`config.mk`:
```
export PLATFORM = sky130hd
export DESIGN_NAME = riscv_main_decoder_flat
export DESIGN_NICKNAME = d
export VERILOG_FILES = /design/src/rtl/riscv_ctrl_pkg.sv /design/src/rtl/riscv_main_decoder_if.sv /design/src/rtl/riscv_main_decoder_main_dec_lut.sv /design/src/rtl/riscv_main_decoder.sv /design/src/flat_wrapper.sv
export SDC_FILE = /design/constraint.sdc
export NUM_CORES = 1
export LEC_CHECK = 0
export ABC_AREA = 1
export BUFFER_PORTS_ARGS = -buffer_cell sky130_fd_sc_hd__buf_4
export CAP_MARGIN = 10
export CORE_AREA = 4 4 41 43
export DETAILED_ROUTE_END_ITERATION = 6
export DIE_AREA = 0 0 45 47
export SKIP_LAST_GASP = 1
export SLEW_MARGIN = 40
export SYNTH_ARGS = -nofsm -noshare
export SYNTH_HDL_FRONTEND = slang
export SYNTH_HIERARCHICAL = 1
export SYNTH_SLANG_ARGS = --single-unit
```
`constraint.sdc`:
```
create_clock -name clk -period 1.2 [get_ports clk]
set_input_delay 0.12 -clock clk [delete_from_list [all_inputs] [get_ports clk]]
set_output_delay 0.12 -clock clk [all_outputs]
set_load 0.05 [all_outputs]
```
`src/rtl/riscv_ctrl_pkg.sv`:
```
// Shared control encodings for the RV32I main decoder: opcodes, immediate
// formats, ALU operation classes and the packed control word.
package riscv_ctrl_pkg;

  localparam logic [6:0] OP_LOAD   = 7'b0000011;
  localparam logic [6:0] OP_STORE  = 7'b0100011;
  localparam logic [6:0] OP_RTYPE  = 7'b0110011;
  localparam logic [6:0] OP_BRANCH = 7'b1100011;
  localparam logic [6:0] OP_ITYPE  = 7'b0010011;

  localparam logic [1:0] IMM_I = 2'b00;
  localparam logic [1:0] IMM_S = 2'b01;
  localparam logic [1:0] IMM_B = 2'b10;

  localparam logic [1:0] ALUOP_ADD   = 2'b00;
  localparam logic [1:0] ALUOP_SUB   = 2'b01;
  localparam logic [1:0] ALUOP_FUNCT = 2'b10;

  typedef struct packed {
    logic       reg_write;
    logic [1:0] imm_src;
    logic       alu_src;
    logic       mem_write;
    logic       result_src;
    logic       branch;
    logic [1:0] alu_op;
  } ctrl_word_t;

endpackage

```
`src/rtl/riscv_main_decoder_if.sv`:
```
// Opcode-in / control-word-out bundle for the main decoder.
// master = instruction source (drives Op/OpValid), slave = decoder.
interface riscv_main_decoder_if;
  logic [6:0] Op;
  logic       OpValid;
  logic       RegWrite;
  logic [1:0] ImmSrc;
  logic       ALUSrc;
  logic       MemWrite;
  logic       ResultSrc;
  logic       Branch;
  logic [1:0] ALUOp;
  logic       CtrlValid;
  logic       IllegalOp;

  modport master (
    output Op, OpValid,
    input  RegWrite, ImmSrc, ALUSrc, MemWrite, ResultSrc, Branch, ALUOp,
           CtrlValid, IllegalOp
  );

  modport slave (
    input  Op, OpValid,
    output RegWrite, ImmSrc, ALUSrc, MemWrite, ResultSrc, Branch, ALUOp,
           CtrlValid, IllegalOp
  );
endinterface

```
`src/rtl/riscv_main_decoder_main_dec_lut.sv`:
```
// Purely combinational opcode -> control word lookup.
// Optional I-type ALU decode enabled by defining MAIN_DEC_ITYPE_EN.
module main_dec_lut
  import riscv_ctrl_pkg::*;
(
  input  logic [6:0] op,
  output ctrl_word_t ctrl,
  output logic       illegal
);

  // Decode table; unlisted opcodes (and, in simulation, X/Z opcodes, which
  // match no case item) fall to default with an all-zero word.
  always_comb begin
    ctrl    = '0;
    illegal = 1'b0;
    case (op)
      OP_LOAD: begin
        ctrl.reg_write  = 1'b1;
        ctrl.imm_src    = IMM_I;
        ctrl.alu_src    = 1'b1;
        ctrl.result_src = 1'b1;
        ctrl.alu_op     = ALUOP_ADD;
      end
      OP_STORE: begin
        ctrl.imm_src   = IMM_S;
        ctrl.alu_src   = 1'b1;
        ctrl.mem_write = 1'b1;
        ctrl.alu_op    = ALUOP_ADD;
      end
      OP_RTYPE: begin
        ctrl.reg_write = 1'b1;
        ctrl.alu_op    = ALUOP_FUNCT;
      end
      OP_BRANCH: begin
        ctrl.imm_src = IMM_B;
        ctrl.branch  = 1'b1;
        ctrl.alu_op  = ALUOP_SUB;
      end
`ifdef MAIN_DEC_ITYPE_EN
      OP_ITYPE: begin
        ctrl.reg_write = 1'b1;
        ctrl.imm_src   = IMM_I;
        ctrl.alu_src   = 1'b1;
        ctrl.alu_op    = ALUOP_FUNCT;
      end
`endif
      default: begin
        ctrl    = '0;
        illegal = 1'b1;
      end
    endcase
  end

endmodule

```
`src/rtl/riscv_main_decoder.sv`:
```
// RV32I main control decoder: combinational lookup, OpValid gating, then one
// register stage so the control word lines up with the pipelined fetch.
// Optional feature macro: MAIN_DEC_ITYPE_EN (I-type ALU opcode decode).
module riscv_main_decoder
  import riscv_ctrl_pkg::*;
(
  input  logic                 clk,
  input  logic                 rst,
  riscv_main_decoder_if.slave  bus
);

  ctrl_word_t lut_ctrl;
  logic       lut_illegal;

  ctrl_word_t ctrl_d, ctrl_q;
  logic       valid_d, valid_q;
  logic       illegal_d, illegal_q;

  main_dec_lut u_lut (
    .op      (bus.Op),
    .ctrl    (lut_ctrl),
    .illegal (lut_illegal)
  );

  // Bubbles (OpValid=0) become an all-zero word that cannot write state.
  always_comb begin
    ctrl_d    = '0;
    illegal_d = 1'b0;
    valid_d   = bus.OpValid;
    if (bus.OpValid) begin
      ctrl_d    = lut_ctrl;
      illegal_d = lut_illegal;
    end
  end

  // Output register; reset clears the whole word, discarding anything in flight.
  always_ff @(posedge clk) begin
    if (rst) begin
      ctrl_q    <= '0;
      valid_q   <= 1'b0;
      illegal_q <= 1'b0;
    end else begin
      ctrl_q    <= ctrl_d;
      valid_q   <= valid_d;
      illegal_q <= illegal_d;
    end
  end

  assign bus.RegWrite  = ctrl_q.reg_write;
  assign bus.ImmSrc    = ctrl_q.imm_src;
  assign bus.ALUSrc    = ctrl_q.alu_src;
  assign bus.MemWrite  = ctrl_q.mem_write;
  assign bus.ResultSrc = ctrl_q.result_src;
  assign bus.Branch    = ctrl_q.branch;
  assign bus.ALUOp     = ctrl_q.alu_op;
  assign bus.CtrlValid = valid_q;
  assign bus.IllegalOp = illegal_q;

endmodule

```
`src/flat_wrapper.sv`:
```
// flat-port wrapper written by rule: the top's interface ports become plain ports
module riscv_main_decoder_flat import riscv_ctrl_pkg::*;
  (clk, rst, bus_Op, bus_OpValid, bus_RegWrite, bus_ImmSrc, bus_ALUSrc, bus_MemWrite, bus_ResultSrc, bus_Branch, bus_ALUOp, bus_CtrlValid, bus_IllegalOp);
  riscv_main_decoder_if bus_i ();
  input  logic clk;
  input  logic rst;
  input wire logic [$bits(bus_i.Op)-1:0] bus_Op;
  input wire logic [$bits(bus_i.OpValid)-1:0] bus_OpValid;
  output wire logic [$bits(bus_i.RegWrite)-1:0] bus_RegWrite;
  output wire logic [$bits(bus_i.ImmSrc)-1:0] bus_ImmSrc;
  output wire logic [$bits(bus_i.ALUSrc)-1:0] bus_ALUSrc;
  output wire logic [$bits(bus_i.MemWrite)-1:0] bus_MemWrite;
  output wire logic [$bits(bus_i.ResultSrc)-1:0] bus_ResultSrc;
  output wire logic [$bits(bus_i.Branch)-1:0] bus_Branch;
  output wire logic [$bits(bus_i.ALUOp)-1:0] bus_ALUOp;
  output wire logic [$bits(bus_i.CtrlValid)-1:0] bus_CtrlValid;
  output wire logic [$bits(bus_i.IllegalOp)-1:0] bus_IllegalOp;
  assign bus_i.Op = bus_Op;
  assign bus_i.OpValid = bus_OpValid;
  assign bus_RegWrite = bus_i.RegWrite;
  assign bus_ImmSrc = bus_i.ImmSrc;
  assign bus_ALUSrc = bus_i.ALUSrc;
  assign bus_MemWrite = bus_i.MemWrite;
  assign bus_ResultSrc = bus_i.ResultSrc;
  assign bus_Branch = bus_i.Branch;
  assign bus_ALUOp = bus_i.ALUOp;
  assign bus_CtrlValid = bus_i.CtrlValid;
  assign bus_IllegalOp = bus_i.IllegalOp;
  riscv_main_decoder u_core (.clk(clk), .rst(rst), .bus(bus_i));
endmodule
```
---- Word-level counts from Yosys, hierarchy flattened ----
Cells that the tools add are included.
word-level totals
  register bits ........................... 11
  bits of input ports ..................... 10
  output and inout bits ................... 11
  word-level logic and storage cells ...... 26
cells by class
  equality and inequality tests ........... 4
  mux-type cells .......................... 8
  bitwise operators ....................... 1
  reduce and logical (&&, ||, !) cells .... 4
operators with widths
  kind                number
  $eq 7x6->1 const B  2
  $pmux 2 s2          2
  $eq 7x2->1 const B  1
  $eq 7x7->1 const B  1
  $mux 1              6
  $reduce_or 2->1     3
  $reduce_or 4->1     1
  $not 1->1           1

---- Longest topological paths before layout ----
Gate-level depths: netlist (run 1).
  depth after elaboration ................. 3
  depth in mapped cells ................... 9
  gate-level depth less buffers ........... 8

---- By module ----
Netlist (run 1), hierarchy kept.
modules (own cells, without submodules)
  module              instances  cells each  area each (um2)  seq. area each (um2)
  riscv_main_decoder  1          35          347.8            220.2
  main_dec_lut        1          23          121.4            0.0

---- Least setup slack after synthesis (run 1) ----
Ideal clock, no wire load.
  path type ............................... input port to flip-flop
  start ................................... in bus_Op[3]
  end ..................................... reg u_core.ctrl_q, in the netlist u_core/bus.ImmSrc[1]
  library setup time ...................... 0.062 ns
  arrival time ............................ 0.750 ns
  required time ........................... 1.138 ns
  slack ................................... 0.388 ns
  cell stages on the path ................. 8
  path buffers ............................ 1
  cells stage by stage .................... nor2_4 -> nand2_4 -> nor2_4 -> inv_2 -> nor2_1 -> buf_4 -> inv_1 -> nor2_2
RTL lines
  what                  line                      RTL
  from (decl)           flat_wrapper.sv:7         input wire logic [$bits(bus_i.Op)-1:0] bus_Op;
  to (signal assigned)  riscv_main_decoder.sv:43  ctrl_q <= ctrl_d;
  to (decl)             riscv_main_decoder.sv:15  ctrl_word_t ctrl_d, ctrl_q;

---- Worst setup path after layout (run 1) ----
  start ................................... reg u_core.ctrl_q, in the netlist u_core/bus.ImmSrc[1]
  end ..................................... out bus_ImmSrc[1]
RTL lines
  what       line                RTL
  to (decl)  flat_wrapper.sv:10  output wire logic [$bits(bus_i.ImmSrc)-1:0] bus_ImmSrc;
No word-level cell between the ends.

==> results of run 1 <==
-- final timing paths --
kind	from	endpoint	slack, ps
max	u_core/bus.ImmSrc[1]	bus_ImmSrc[1]	320
min	bus_Op[6]	u_core/bus.ImmSrc[0]	120
-- logic make-up (layout without fill, tap and decap cells) --
group | after synthesis | count (layout)
compound gates | 2 | 2
flops | 11 | 11
buf+inv | 18 | 40
simple gates | 27 | 27
-- metal layers --
layer  wire [um]  share of wire, %  vias up  track usage (%)
li1            -                 -      204                -
met1         261                39      164             6.86
met2         314                47       15             11.3
met3          66               9.9        2             1.15
met4          22               3.3        0             10.5
met5           0                 0        -                0
-- placed cells by master, fill, tap and decap left out --
cell,synthesis,routed
a21oi_1,1,1
a21oi_2,1,1
buf_4,1,20
clkbuf_1,0,1
clkbuf_4,0,3
dfxtp_1,11,11
inv_1,13,13
inv_2,3,3
nand2_1,3,3
nand2_2,1,1
nand2_4,1,1
nand3_1,2,2
nor2_1,9,9
nor2_2,8,8
nor2_4,3,3
-- flip-flops by register name (all words and copies together), names as in the netlist --
name / count
u_core/bus.RegWrite: 1
u_core/bus.MemWrite: 1
u_core/bus.ALUOp: 2
u_core/bus.ALUSrc: 1
u_core/bus.Branch: 1
u_core/bus.ResultSrc: 1
u_core/bus.ImmSrc: 2
u_core/bus.IllegalOp: 1
u_core/bus.CtrlValid: 1
-- area by class of cell --
cell class / count / area [um^2] / area share (%)
clock buffer: 4 / 26.3 / 4.07
inverter: 16 / 60.1 / 9.30
multi-input combinational: 29 / 170 / 26.4
sequential: 11 / 220 / 34.1
tap: 15 / 18.8 / 2.91
timing repair buffer: 20 / 150 / 23.3
-- cells in the mapped netlist (2+ instances only) --
cell and instances:
nand3_1 2, inv_1 13, nand2_1 3, inv_2 3
dfxtp_1 11, nor2_1 9, nor2_2 8, nor2_4 3
-- power breakdown --
part           switching [W]  internal (W)  leakage [nW]  total (W)
sequential       0.000000942      0.000369        0.0891   0.000370
clock               0.000109      0.000128        0.0150   0.000237
combinational      0.0000491     0.0000332         0.195  0.0000823
-- through the flow --
step                      hold WS, ps  util, %  worst slack, ps  instance area, um^2
after CTS                         109     49.6              307                  646
after detailed placement          390     47.6              271                  619
after global routing              127     49.6              283                  646
after floorplan                   260        -              388                  469
after global placement            391     47.6              270                  619
final                             119     49.6              321                  646
==> impl_metrics.env, run 1 <==
export IMPL_fmax_mhz=1140
export IMPL_irDropWorstVdd_mv=0.501
export IMPL_ys_types=14
export IMPL_grt_pass1_wl_mm=1.03
export IMPL_p_leak_nw=0.299
export IMPL_ys_ff_latch=11
export IMPL_finalSetupViolations=0
export IMPL_required_ps=1080
export IMPL_cts_resized=0
export IMPL_synth_ff_type="dfxtp_1"
export IMPL_wl_per_cell_um=7.00
export IMPL_cp_top_family="flip-flops"
export IMPL_synth_top_family_by_area="simple AND/OR/NAND/NOR gates"
export IMPL_yosysWarnings=6
export IMPL_p_per_area_nw_per_um2=1070
export IMPL_cp_arrival_ps=760
export IMPL_cts_root_buf="clkbuf_4"
export IMPL_synth_cell_area_um2=469
export IMPL_synth_compound_area_share_pct=2.93
export IMPL_synth_mux_area_share_pct=0
export IMPL_synth_area_leaders="dfxtp_1 47%, nor2_2 11%, inv_1 10%"
export IMPL_synth_top_area_share_pct=46.9
export IMPL_drtAntennaViolNets=0
export IMPL_core_area_um2=1300
export IMPL_finalSetupTns_ps=0
export IMPL_die_x_um=45
export IMPL_grt_ovfl_total=0
export IMPL_postSynthNetCount=68
export IMPL_cts_buffer_depth=2
export IMPL_stdcell_count=95
export IMPL_initial_core_util_pct=36.1
export IMPL_cts_tree="built"
export IMPL_via_count=385
export IMPL_hold_violations=0
export IMPL_grt_max_degree=12
export IMPL_synthAdderAreaFrac_pct=0
export IMPL_gp_congestion=0.701
export IMPL_layout_drive_gt1_share_pct=50.0
export IMPL_grt_pass1_vias=293
export IMPL_crit_slowest_cell="dfxtp_1"
export IMPL_tightest_slew_ps=313
export IMPL_endpoint_kind="output pin"
export IMPL_wl_um=665
export IMPL_drc=0
export IMPL_outcome="finished, final reports clean"
export IMPL_nFillCells=140
export IMPL_path_buf_inv=1
export IMPL_avgSynthCellArea_um2=8.09
export IMPL_ctsHoldBuffers=0
export IMPL_via_per_inst=4.05
export IMPL_crit_path_max_incr_delay_ps=310
export IMPL_post_cts_setup_buffers=0
export IMPL_maxCapViolations=0
export IMPL_worst_path_max_fanout=1
export IMPL_final_max_slew_viol_count=0
export IMPL_start_kind="flip-flop"
export IMPL_hp_class="in2reg"
export IMPL_syn_inst=58
export IMPL_ioPinCount=21
export IMPL_power_total_w=0.000689
export IMPL_worst_path_stages=1
export IMPL_htreeDepth=1
export IMPL_crit_chain="buf_4"
export IMPL_synth_xor_area_share_pct=0
export IMPL_period_share_pct=73.2
export IMPL_grt_use_total_pct=7.21
export IMPL_fp_dieArea_um2=2120
export IMPL_synth_simple_area_share_pct=33.3
export IMPL_io_buffers=20
export IMPL_synth_edff_count=0
export IMPL_area_delta_synth_final_pct=37.6
export IMPL_nets=91
export IMPL_ys_seq_area_share_pct=46.9
export IMPL_cts_made_buffers=3
export IMPL_antenna_cells=0
export IMPL_synth_top_area_cell="dfxtp_1"
export IMPL_critical_path_class="reg2out"
export IMPL_async_flop_share_pct=0
export IMPL_antenna_found_initial=0
export IMPL_numClockSinks=11
export IMPL_die_y_um=47
export IMPL_row_count=13
export IMPL_period_needed_ps=879
export IMPL_dp_cells=91
export IMPL_firstDrtPassIters=4
export IMPL_max_slew_margin_pct=79.1
export IMPL_dpl_hpwl_um=567
export IMPL_path_clk_slew_ps=60
export IMPL_rsz0062_at_grt="false"
export IMPL_drtIter0Drc=3
export IMPL_hold_depth=4
Power figures use the tool's default switching activity.
==> run 2, diff against run 1 <==
--- a/config.mk
+++ b/config.mk
@@ -5,7 +5,7 @@
 export SDC_FILE = /design/constraint.sdc
 export NUM_CORES = 1
 export LEC_CHECK = 0
-export ABC_AREA = 1
+export ABC_AREA = 0
 export BUFFER_PORTS_ARGS = -buffer_cell sky130_fd_sc_hd__buf_4
 export CAP_MARGIN = 10
 export CORE_AREA = 4 4 41 43
==> constraint.sdc (replaced) <==
create_clock -name clk -period 0.9 [get_ports clk]
set_input_delay 0.09 -clock clk [delete_from_list [all_inputs] [get_ports clk]]
set_output_delay 0.09 -clock clk [all_outputs]
set_load 0.05 [all_outputs]
==> impl_metrics.env, run 2 <==
export IMPL_maxCapViolations=0
export IMPL_synth_ff_type="dfxtp_1"
export IMPL_crit_chain="buf_4"
export IMPL_area_delta_synth_final_pct=40.6
export IMPL_post_cts_setup_buffers=0
export IMPL_synth_cell_area_um2=440
export IMPL_yosysMostFrequentCell="dfxtp_1"
export IMPL_die_x_um=45
export IMPL_numClockSinks=11
export IMPL_crit_path_max_incr_delay_ps=320
export IMPL_endpoint_kind="output pin"
export IMPL_core_area_um2=1300
export IMPL_cts_resized=0
export IMPL_p_leak_nw=0.330
export IMPL_design_area_um2=619
export IMPL_period_share_pct=95.7
export IMPL_cts_root_buf="clkbuf_4"
export IMPL_start_kind="flip-flop"
export IMPL_ys_seq_area_share_pct=50.0
export IMPL_synth_edff_count=0
export IMPL_antenna_found_initial=0
export IMPL_worst_path_max_fanout=1
export IMPL_seq_area_um2=220
export IMPL_htreeDepth=1
export IMPL_wl_per_cell_um=10.9
export IMPL_irDropWorstVdd_mv=0.580
export IMPL_grt_use_total_pct=10.1
export IMPL_cts_tree="built"
export IMPL_via_per_inst=4.51
export IMPL_crit_slowest_cell="dfxtp_1"
export IMPL_cts_buffer_depth=2
export IMPL_drc=0
export IMPL_ioPinCount=21
export IMPL_outcome="finished, final reports clean"
export IMPL_wl_um=852
export IMPL_mostFrequentLayoutCell="buf_4"
export IMPL_io_buffers=20
export IMPL_path_clk_slew_ps=70
export IMPL_async_flop_share_pct=0
export IMPL_die_y_um=47
export IMPL_grt_max_degree=12
export IMPL_synthTopCellsByCount="11 x dfxtp_1, 10 x and3b_1, 4 x nor2_1"
export IMPL_multiInputGateArea_um2=193
export IMPL_fp_dieArea_um2=2120
export IMPL_nFillCells=137
export IMPL_yosysWarnings=6
export IMPL_cp_top_family="flip-flops"
export IMPL_finalSetupViolations=0
export IMPL_p_per_area_nw_per_um2=1510
export IMPL_synth_area_leaders="dfxtp_1 50%, and3b_1 20%, and4b_2 5.1%"
export IMPL_fmax_mhz=1160
export IMPL_hp_class="in2reg"
export IMPL_cts_made_buffers=3
export IMPL_rsz0062_at_grt="false"
export IMPL_final_cell_mix="21 x buf_4, 11 x dfxtp_1, 10 x and3b_1, 4 x nor2_1, 3 x clkbuf_4"
export IMPL_nets=74
export IMPL_layout_drive_gt1_share_pct=46.0
export IMPL_critical_path_class="reg2out"
export IMPL_path_buf_inv=1
export IMPL_gp_congestion=0.689
export IMPL_tightest_slew_ps=143
export IMPL_firstDrtPassIters=2
export IMPL_ys_ff_latch=11
export IMPL_syn_inst=41
export IMPL_grt_pass1_vias=337
export IMPL_max_slew_margin_pct=90.4
export IMPL_ys_types=16
export IMPL_cp_arrival_ps=770
export IMPL_grt_ovfl_total=0
export IMPL_hold_violations=0
export IMPL_drtIter0Drc=6
export IMPL_period_needed_ps=862
export IMPL_synth_top_area_cell="dfxtp_1"
export IMPL_avgSynthCellArea_um2=10.7
export IMPL_postSynthNetCount=51
export IMPL_initial_core_util_pct=33.8
export IMPL_synth_top_area_share_pct=50.0
export IMPL_final_util_pct=47.6
export IMPL_place_area_um2=593
export IMPL_required_ps=810
export IMPL_via_count=352
export IMPL_antenna_cells=0
export IMPL_final_max_slew_viol_count=0
export IMPL_drtAntennaViolNets=0
export IMPL_grt_pass1_wl_mm=1.47
export IMPL_row_count=13
export IMPL_ctsHoldBuffers=0
[run 2: cell types whose count changed after synthesis, sizes merged, moves of 2 or more]
| cell | previous run | this run |
|---|---|---|
| inv | 16 | 1 |
| nand2 | 5 | 1 |
| nor3 | 0 | 2 |
| nor2 | 20 | 4 |
| and4b | 0 | 2 |
| nand3 | 2 | 0 |
| and3b | 0 | 10 |
[run 2: area by class of cell]
class                           count  share of cell area [%]
Clock buffer                        4                    4.24
Inverter                            1                   0.606
Multi-Input combinational cell     26                    31.1
Sequential cell                    11                    35.6
Tap cell                           15                    3.03
Timing Repair Buffer               21                    25.5
[run 2: report_power, final]
group	internal (W)	total [W]	switching [W]	leakage (nW)
clock	0.000171	0.000334	0.000162	0.0150
sequential	0.000492	0.000493	0.00000131	0.0891
combinational	0.0000522	0.000106	0.0000541	0.226
[run 2: per-layer routing]
| layer | routed length (um) | up-vias | global-route usage (%) |
|---|---|---|---|
| met3 | 77 | 4 | 1.92 |
| met2 | 366 | 16 | 13.6 |
| met4 | 29 | 0 | 10.5 |
| met5 | 0 | - | 0 |
| li1 | - | 184 | - |
| met1 | 378 | 148 | 12.9 |
[run 2: cells by family (layout without fill, tap and decap cells)]
group	Yosys count	after routing	synth area share (%)
AO/OA/AOI/OAI	3	3	3.41
buffers and inverters	4	26	6.25
AND/OR/NAND/NOR	23	23	40.3
flip-flops	11	11	50.0
[run 2: per-stage QoR]
step                      cells  setup WS (ps)  power, W  TNS [ps]  hold slack, ps
after CTS                    78           27.8  0.000948         0            42.6
after detailed placement     74           -103  0.000612      -637             330
final                        78           38.4  0.000934         0            47.7
after global routing         78           3.85  0.000979         0            59.4
after global placement       74          -82.9  0.000611      -505             332
after floorplan              41          -22.2  0.000563     -22.2             246
[run 2: final timing paths]
check | start | endpoint | slack (ps) | depth (start not counted)
setup / recovery | u_core/bus.ALUOp[1] | bus_ALUOp[1] | 40 | 1
hold / removal | rst | u_core/bus.CtrlValid | 50 | 2
==> run 3, diff against run 2 <==
--- a/config.mk
+++ b/config.mk
@@ -8,9 +8,13 @@
 export ABC_AREA = 0
 export BUFFER_PORTS_ARGS = -buffer_cell sky130_fd_sc_hd__buf_4
 export CAP_MARGIN = 10
-export CORE_AREA = 4 4 41 43
+export CELL_PAD_IN_SITES_DETAIL_PLACEMENT = 1
+export CELL_PAD_IN_SITES_GLOBAL_PLACEMENT = 2
+export CORE_ASPECT_RATIO = 1.1
+export CORE_MARGIN = 4
+export CORE_UTILIZATION = 24
 export DETAILED_ROUTE_END_ITERATION = 6
-export DIE_AREA = 0 0 45 47
+export PLACE_DENSITY_LB_ADDON = 0.1
 export SKIP_LAST_GASP = 1
 export SLEW_MARGIN = 40
 export SYNTH_ARGS = -nofsm -noshare
==> impl_metrics.env, run 3 (synthesis gave the netlist of run 2 again) <==
export IMPL_cp_top_family="flip-flops"
export IMPL_p_leak_nw=0.336
export IMPL_area_delta_synth_final_pct=43.8
export IMPL_numClockSinks=11
export IMPL_via_count=352
export IMPL_dp_cells=77
export IMPL_stdcell_count=81
export IMPL_finalSetupTns_ps=0
export IMPL_grt_max_degree=12
export IMPL_path_clk_slew_ps=60
export IMPL_hp_class="in2reg"
export IMPL_initial_core_util_pct=26.7
export IMPL_antenna_found_initial=0
export IMPL_maxCapViolations=0
export IMPL_fmax_mhz=1180
export IMPL_crit_path_max_incr_delay_ps=310
export IMPL_final_max_slew_viol_count=0
export IMPL_nFillCells=203
export IMPL_grt_pass1_wl_mm=1.45
export IMPL_preCtsSetupSlack_ps=-99.8
export IMPL_core_area_um2=1650
export IMPL_crit_chain="buf_4"
export IMPL_grt_pass1_vias=341
export IMPL_p_per_area_nw_per_um2=1450
export IMPL_cts_made_buffers=3
export IMPL_period_needed_ps=849
export IMPL_required_ps=810
export IMPL_fp_dieArea_um2=2590
export IMPL_finalSetupViolations=0
export IMPL_firstDrtPassIters=1
export IMPL_critical_path_class="reg2out"
export IMPL_row_count=15
export IMPL_grt_use_total_pct=7.49
export IMPL_path_buf_inv=1
export IMPL_irDropWorstVdd_mv=0.384
export IMPL_cp_arrival_ps=760
export IMPL_ioPinCount=21
export IMPL_rsz0062_at_grt="false"
export IMPL_drtIter0Drc=0
export IMPL_die_y_um=52.9
export IMPL_cts_buffer_depth=2
export IMPL_final_cell_mix="21 x buf_4, 11 x dfxtp_1, 10 x and3b_1, 4 x nor2_1, 3 x clkbuf_4"
export IMPL_grt_ovfl_total=0
export IMPL_worst_path_max_fanout=1
export IMPL_nets=75
export IMPL_wl_um=867
export IMPL_via_per_inst=4.35
export IMPL_crit_slowest_cell="dfxtp_1"
export IMPL_cts_root_buf="clkbuf_4"
export IMPL_post_cts_setup_buffers=0
export IMPL_max_slew_margin_pct=90.1
export IMPL_fin_ws_ps=51.3
export IMPL_io_buffers=20
export IMPL_cts_tree="built"
export IMPL_drc=0
export IMPL_mostFrequentLayoutCell="buf_4"
export IMPL_endpoint_kind="output pin"
export IMPL_wl_per_cell_um=10.7
export IMPL_period_share_pct=94.3
export IMPL_hold_violations=0
export IMPL_antenna_cells=0
export IMPL_start_kind="flip-flop"
export IMPL_tightest_slew_ps=148
export IMPL_layout_drive_gt1_share_pct=46.9
export IMPL_outcome="finished, final reports clean"
export IMPL_die_x_um=48.8
export IMPL_gp_congestion=0.685
export IMPL_htreeDepth=1
export IMPL_drtAntennaViolNets=0
[run 3: power by group]
group	total, W	switching (W)	internal, W
registers	0.000494	0.00000142	0.000492
clock network	0.000317	0.000146	0.000171
logic	0.000110	0.0000551	0.0000550
[run 3: per-layer routing]
layer / track usage, % / part of all wire (%) / up-vias
met1: 9.01 / 47 / 145
met2: 10.2 / 39 / 18
met3: 3.66 / 13 / 0
met4: 5.38 / 0 / 0
met5: 0 / 0 / -
li1: - / - / 189
[run 3: worst paths after layout]
path	start	endpoint	slack, ps	depth (start not counted)
max	u_core/bus.IllegalOp	bus_IllegalOp	50	1
min	rst	u_core/bus.CtrlValid	50	2
[run 3: final cells by class]
type / count / area, um^2 / share of cell area [%]
multi-input combinational: 26 / 193 / 30.4
tap: 17 / 21.3 / 3.36
inverter: 1 / 3.75 / 0.593
timing repair buffer: 22 / 169 / 26.7
sequential: 11 / 220 / 34.8
clock buffer: 4 / 26.3 / 4.15
[run 3: what timing repair did]
| item | 4_1_cts | 5_1_grt |
|---|---|---|
| hold endpoints to repair | 0 | 0 |
| setup endpoints to repair | 0 | 1 |
| resized for setup | 0 | 1 |
| hold buffers | 0 | 0 |
[run 3: stage by stage]
step	util, %	hold WS (ps)	instance area [um^2]	total power [W]
finish	38.3	52.9	633	0.000920
global route	38.3	51.6	633	0.000975
CTS	38.1	58.6	629	0.000939
detailed placement	36.5	336	603	0.000617
global placement	36.5	329	603	0.000616
floorplan	-	246	444	0.000563
